**src/rtl/cond_unit.sv**
```systemverilog
// cond_unit -- execute-stage condition evaluation and E/M control boundary.
//
// Takes the condition field of the instruction in E and checks it against the
// architectural flag register (FlagsQ), never against the flags the ALU is
// producing this cycle. The pass result is used in three ways:
//   - it gates the branch redirect request to fetch (combinational);
//   - it gates the flag-register write;
//   - it gates the register/memory write enables into the M stage.
// A failed-condition instruction still flows into M as a valid instruction.
//
// Ports
//   clk          sole clock, rising edge
//   reset_n      asynchronous active-low reset
//   CondE        condition field of the instruction in E
//   FlagsE       ALU flags {N,Z,C,V} for the instruction in E
//   FlagWriteE   bit1 writes N,Z ; bit0 writes C,V
//   ValidE       E holds a real instruction (0 = bubble)
//   PCSrcE, RegWriteE, MemWriteE, MemtoRegE   ungated E-stage controls
//   StallM       hold the flag register and all M registers
//   FlushM       load a bubble into the M registers
//   CondExE      condition pass for E (combinational)
//   PCSrcTakenE  redirect request to fetch (combinational)
//   RegWriteM, MemWriteM, MemtoRegM, ValidM   registered gated controls
//   FlagsQ       architectural flag register {N,Z,C,V}

module cond_unit (
    input  logic       clk,
    input  logic       reset_n,
    input  logic [3:0] CondE,
    input  logic [3:0] FlagsE,
    input  logic [1:0] FlagWriteE,
    input  logic       ValidE,
    input  logic       PCSrcE,
    input  logic       RegWriteE,
    input  logic       MemWriteE,
    input  logic       MemtoRegE,
    input  logic       StallM,
    input  logic       FlushM,
    output logic       CondExE,
    output logic       PCSrcTakenE,
    output logic       RegWriteM,
    output logic       MemWriteM,
    output logic       MemtoRegM,
    output logic       ValidM,
    output logic [3:0] FlagsQ
);

    logic flag_n, flag_z, flag_c, flag_v;
    logic go;

    assign {flag_n, flag_z, flag_c, flag_v} = FlagsQ;

    always_comb begin
        CondExE = 1'b0;
        case (CondE)
            4'b0000: CondExE = flag_z;
            4'b0001: CondExE = ~flag_z;
            4'b0010: CondExE = flag_c;
            4'b0011: CondExE = ~flag_c;
            4'b0100: CondExE = flag_n;
            4'b0101: CondExE = ~flag_n;
            4'b0110: CondExE = flag_v;
            4'b0111: CondExE = ~flag_v;
            4'b1000: CondExE = flag_c & ~flag_z;
            4'b1001: CondExE = ~flag_c | flag_z;
            4'b1010: CondExE = (flag_n == flag_v);
            4'b1011: CondExE = (flag_n != flag_v);
            4'b1100: CondExE = ~flag_z & (flag_n == flag_v);
            4'b1101: CondExE = flag_z | (flag_n != flag_v);
            default: CondExE = 1'b1;
        endcase
    end

    assign go          = CondExE & ValidE;
    // A stalled instruction will be re-presented next cycle, so it must not
    // redirect fetch yet.
    assign PCSrcTakenE = PCSrcE & go & ~StallM;

    // Flags are owned by the instruction in E; a flush of M does not cancel
    // them, only a stall (which re-presents E) does.
    always_ff @(posedge clk or negedge reset_n) begin
        if (!reset_n) begin
            FlagsQ <= 4'b0000;
        end else if (!StallM && go) begin
            if (FlagWriteE[1]) FlagsQ[3:2] <= FlagsE[3:2];
            if (FlagWriteE[0]) FlagsQ[1:0] <= FlagsE[1:0];
        end
    end

    always_ff @(posedge clk or negedge reset_n) begin
        if (!reset_n) begin
            RegWriteM <= 1'b0;
            MemWriteM <= 1'b0;
            MemtoRegM <= 1'b0;
            ValidM    <= 1'b0;
        end else if (FlushM) begin
            RegWriteM <= 1'b0;
            MemWriteM <= 1'b0;
            MemtoRegM <= 1'b0;
            ValidM    <= 1'b0;
        end else if (!StallM) begin
            RegWriteM <= RegWriteE & go;
            MemWriteM <= MemWriteE & go;
            // Result-select only steers the writeback mux; gating by validity
            // is enough since the write enable carries the condition.
            MemtoRegM <= MemtoRegE & ValidE;
            ValidM    <= ValidE;
        end
    end

endmodule

```
**config.mk**
```make
export PLATFORM = sky130hd
export DESIGN_NAME = cond_unit
export DESIGN_NICKNAME = d
export VERILOG_FILES = /design/src/rtl/cond_unit.sv
export SDC_FILE = /design/constraint.sdc
export NUM_CORES = 1
export LEC_CHECK = 0
export ABC_CLOCK_PERIOD_IN_PS = 5700
export CAP_MARGIN = 20
export CORE_UTILIZATION = 35
export CTS_CLUSTER_SIZE = 25
export DETAILED_ROUTE_END_ITERATION = 6
export PLACE_DENSITY = 0.8
export SLEW_MARGIN = 20
export SYNTH_ARGS = -nofsm -noshare
export SYNTH_HDL_FRONTEND = slang
export SYNTH_SLANG_ARGS = --single-unit
```
**constraint.sdc**
```tcl
create_clock -name clk -period 5.7 [get_ports clk]
set_input_delay 1.14 -clock clk [delete_from_list [all_inputs] [get_ports clk]]
set_output_delay 1.14 -clock clk [all_outputs]
set_load 0.03 [all_outputs]
```
; ---- Word-level counts from Yosys, hierarchy flattened
; Index checks and enable logic that the tools add are counted.
[totals]
wordCells = 51
regBits = 8
[classes]
n_mux = 9
reduce_logical = 5
eq_ne = 16
bitwise_logic = 15
[op_table]
columns = op, count
row1 = $eq 4x4->1 const B, 6
row2 = $eq 4x3->1 const B, 4
row3 = $pmux 1 s14, 1
row4 = $and 1x1->1, 8
row5 = $eq 4x2->1 const B, 2
row6 = $mux 1, 8
row7 = $not 1->1, 5
row8 = $eq 4x1->1 const B, 1
row9 = $logic_not 4->1, 1
row10 = $reduce_and 2->1, 2
row11 = $ne 2x1->1 const B, 1
row12 = $or 1x1->1, 2
row13 = $eq 1x1->1, 1
row14 = $logic_and 1x1->1, 1
row15 = $logic_not 1->1, 1
row16 = $ne 1x1->1, 1

; ---- Logic depth before layout (Yosys ltp)
[depth]
depth_word = 7
ltp_mapped = 7
ltp_nobuf = 6

; ---- Worst setup path before layout
; Ideal clock, no wire load.
[synth_timing]
path_type = input to output
startpoint = in CondE[0]
endpoint = out PCSrcTakenE
cell_stages = 6
t_arrival_ps = 2728
slack_ps = 1832
cell_sequence = buf_2 > or4_1 > a31oi_2 > nor3_1 > inv_1 > and3_1
[synth_via]
elab_chain_len = 5
word_cells_on_any_way = 18
cone_classes = eq/ne (13) / mux (1) / bitwise (3) / reduce/logical (1)
[synth_rtl]
columns = element, line
row1 = "start, declared", 29  ; input logic [3:0] CondE,
row2 = "$eq 4x4->1, or another cell as far along", 55  ; case (CondE)
row3 = $pmux 1 s14 *, 55
row4 = via CondExE, 39  ; output logic CondExE,
row5 = $and 1x1->1 *, 74  ; assign go = CondExE & ValidE;
row6 = $and 1x1->1 * (2 in series), 77  ; assign PCSrcTakenE = PCSrcE & go & ~StallM;
row7 = "end, declared", 40  ; output logic PCSrcTakenE,
; The timed path passes the listed nets; every way through them passes the cells marked *.

; ---- Final worst setup path
[layout_timing]
startpoint = in CondE[3]
endpoint = out PCSrcTakenE
[layout_via]
elab_chain_len = 5
word_cells_on_any_way = 18
cone_classes = eq/ne (13) / mux (1) / bitwise (3) / reduce/logical (1)
[layout_rtl]
columns = element, line
row1 = "$eq 4x4->1, or another cell as far along", 55
row2 = $pmux 1 s14 *, 55
row3 = $and 1x1->1 *, 74
row4 = $and 1x1->1 * (2 in series), 77
; Mark *: on every way between the ends. The rest lies on a longest branch, timed or not.

==> flow_metrics.py <==
metrics = {
    "sta": {
        "finalCriticalPeriod_ps": 4760,
        "timing.final.max_slew_violations": 0,
        "report.final.hold_viol_count": 0,
        "slew-limit-headroom": 0.700,
        "fmax_mhz": 210,
        "setup-tns-final_ps": 0,
        "setup_repair_after_global_routing_missed_its_margin": "false",
        "setup-violations-final": 0,
        "transition_at_the_pin_with_the_smallest_max_transition_slack_ps": 448,
        "skew_ps": 2.48,
        "final_min_period_over_clock_period": 0.835,
    },
    "drt": {
        "drt_pre_antenna_iters": 4,
        "detail_route.wirelength_mm": 1.25,
        "via_per_inst": 5.45,
        "drc_errors": 0,
        "post_drt_wl_per_cell_um": 12.6,
        "final_antenna_net_count": 0,
        "routed-via-count": 540,
        "drt_iter0_drc": 5,
    },
    "clock_network": {
        "clock-root-buffer": "sky130_fd_sc_hd__clkbuf_4",
        "post_cts.repair.setup_buffers": 0,
        "htree_levels": 1,
        "cts.reportedPaths.clkPinSlew_ps": 50,
        "clock_insertion_delay_worst_skew_ps": 250,
        "clock_path_buffers": 2,
        "numCtsBuffers": 3,
        "cts_hold_repair.buffers": 0,
        "clkSinkCount": 8,
        "cts_tree": "yes",
        "cts_repair_resize_count": 0,
    },
    "run_status": {
        "outcome": "finished clean",
    },
    "place": {
        "buffer_ports.inserted": 28,
        "place_congestion": 0.646,
        "placement.cell_area_um2": 808,
        "dp_hpwl_um": 977,
    },
    "flow_run": {
        "max-cap-violations": 0,
    },
    "floorplanning": {
        "die_height_um": 40.6,
        "i_o_pin_total": 29,
        "floorplan.core_area_mm2": 0.00135,
        "floorplan.die_area_mm2": 0.00165,
        "width_of_the_die_um": 40.6,
        "initial_utilization": 0.386,
        "rows": 13,
    },
    "finish": {
        "nNetsFinal": 105,
        "post-route-cell-area_um2": 831,
        "antenna_cells": 0,
        "final_layout_size_suffix_gt1_frac": 0.107,
        "area_delta_synth_final_pct": 59.2,
    },
    "min_path": {
        "timing.hold.worst.start": "RegWriteM",
        "hold-path-cell-count": 2,
        "timing.hold.worst.class": "register to register",
        "holdPathEnd": "RegWriteM",
    },
    "synthesis": {
        "post_synth_inst_count": 55,
        "synth_edf_count": 0,
        "synth_seq_area_share": 0.384,
        "top_cell_type_by_total_area_after_synthesis": "sky130_fd_sc_hd__dfrtp_1",
        "synthTopCellsByArea": "sky130_fd_sc_hd__dfrtp_1, sky130_fd_sc_hd__mux2_2, sky130_fd_sc_hd__nor2b_1",
        "synth_flop_cell": "sky130_fd_sc_hd__dfrtp_1",
        "post-synth-top-area-fraction": 0.384,
        "postSynthNetCount": 74,
        "ys_types": 26,
        "synth_async_sr_flop_share": 1.00,
        "yosys_warnings": 0,
        "most_frequent_cell_after_synthesis": "sky130_fd_sc_hd__dfrtp_1",
        "syn_area_um2": 522,
        "syn_area_per_cell_um2": 9.49,
        "flip_flop_and_latch_count_after_synthesis": 8,
        "synth.cells.most_frequent": "sky130_fd_sc_hd__dfrtp_1, sky130_fd_sc_hd__mux2_2, sky130_fd_sc_hd__nand2_1",
    },
    "pwr": {
        "ir_worst_vdd_v": 0.000158,
        "power_density_mw_per_mm2": 356,
        "total_leakage_power_nw": 0.336,
    },
    "global_route": {
        "wire_length_of_the_first_global_routing_pass_mm": 1.90,
        "number_of_global_route_vias_before_repair": 464,
        "grt-ovfl-total": 0,
        "antenna_found_initial": 0,
        "pin_count_of_the_biggest_net_entering_global_routing": 10,
        "grt_total_usage": 0.187,
    },
    "critical_path": {
        "worstRegToRegCells": 5,
        "crit_fanout": 9,
        "cp_data_required_time_ps": 4560,
        "worst-r2r-setup-slack_ps": 3780,
        "timing.rr.start": "FlagsQ[3]",
        "terminus_of_the_critical_flop_to_flop_path": "FlagsQ[1]",
        "worstPathArrival_ps": 3620,
        "cp-end-kind": "primary output",
        "timing.critical_path.from_type": "input pin",
        "path_class": "input pin to primary output",
    },
}
## sequential cells by signal, indices dropped and copies added, names as in the netlist
| register | cells |
|---|---|
| FlagsQ | 4 |
| MemWriteM | 1 |
| MemtoRegM | 1 |
| RegWriteM | 1 |
| ValidM | 1 |
## worst max-delay path: stages
cell and delay, ps:
sky130_fd_sc_hd__clkdlybuf4s50_1 640, sky130_fd_sc_hd__nand2_2 100, sky130_fd_sc_hd__or4_1 500, sky130_fd_sc_hd__a31oi_2 230
sky130_fd_sc_hd__nor3_1 100, sky130_fd_sc_hd__inv_1 90, sky130_fd_sc_hd__and3_1 150, sky130_fd_sc_hd__clkdlybuf4s50_1 670
## metrics by stage
stage                     hold WS (ps)  power (mW)  std cells   util  worst slack, ps
after floorplan                    650       0.188         55      -             1830
after global placement             497       0.253         96  0.599             1010
after detailed placement           480       0.255         96  0.599              971
after CTS                          497       0.299         99  0.615              942
after global routing               532       0.318         99  0.615              792
final                              494       0.296         99  0.615              939
## how the worst max path moves through the flow
stage,end,slack [ps],cells past startpoint,from
2_1_floorplan,PCSrcTakenE,1830,6,CondE[0]
3_3_place_gp,PCSrcTakenE,1010,8,CondE[3]
3_5_place_dp,PCSrcTakenE,970,8,CondE[3]
4_1_cts,PCSrcTakenE,940,8,CondE[3]
5_1_grt,PCSrcTakenE,790,8,CondE[3]
6_report,PCSrcTakenE,940,8,CondE[3]
## kinds of logic (layout without fill, tap and decap cells)
logic type | Yosys count | in the layout | share of synthesized area
mux | 5 | 5 | 0.106
xor+xnor | 3 | 3 | 0.0504
buf+inv | 5 | 34 | 0.0456
simple gates | 19 | 19 | 0.204
compound gates | 15 | 15 | 0.211
flops | 8 | 8 | 0.384
## area by class of cell
class | count | area [µm²]
fill | 123 | 519
multi-input combinational | 42 | 298
timing repair buffer | 28 | 280
sequential | 8 | 200
clock buffer | 3 | 22.5
tap | 15 | 18.8
inverter | 3 | 11.3
## power by group
group / switching (mW) / internal [mW]
Combinational: 0.0796 / 0.0766
Sequential: 0.0238 / 0.0726
Clock: 0.0193 / 0.0241
## metal layers
metal / track usage / vias to the layer above / part of all wire
li1: - / 264 / -
met1: 0.203 / 246 / 0.44
met2: 0.282 / 28 / 0.45
met3: 0.0652 / 2 / 0.096
met4: 0.175 / 0 / 0.017
met5: 0 / - / 0
## layout by cell type, fill, tap and decap left out
| master | instances |
|---|---|
| sky130_fd_sc_hd__nand3b_1 | 2 |
| sky130_fd_sc_hd__mux2i_1 | 1 |
| sky130_fd_sc_hd__dfrtp_1 | 8 |
| sky130_fd_sc_hd__a22oi_1 | 2 |
| sky130_fd_sc_hd__clkdlybuf4s50_1 | 28 |
| sky130_fd_sc_hd__and3_1 | 2 |
| sky130_fd_sc_hd__inv_1 | 3 |
| sky130_fd_sc_hd__a31oi_1 | 1 |
| sky130_fd_sc_hd__a32oi_1 | 1 |
| sky130_fd_sc_hd__o21ai_0 | 2 |
| sky130_fd_sc_hd__nor2_1 | 3 |
| sky130_fd_sc_hd__nor2b_1 | 3 |
| sky130_fd_sc_hd__nand2_1 | 4 |
| sky130_fd_sc_hd__o32ai_1 | 2 |
| sky130_fd_sc_hd__nor3b_1 | 2 |
| sky130_fd_sc_hd__a21oi_1 | 3 |
| sky130_fd_sc_hd__a31oi_2 | 1 |
| sky130_fd_sc_hd__xnor2_1 | 2 |
| sky130_fd_sc_hd__a21o_1 | 1 |
| sky130_fd_sc_hd__or4_1 | 1 |
| sky130_fd_sc_hd__o311ai_1 | 2 |
| sky130_fd_sc_hd__clkbuf_4 | 3 |
| sky130_fd_sc_hd__xor2_1 | 1 |
| sky130_fd_sc_hd__nor3_1 | 1 |
| sky130_fd_sc_hd__mux2_2 | 4 |
| sky130_fd_sc_hd__nand2_2 | 1 |
No activity file was read; power rests on OpenSTA's default activity.
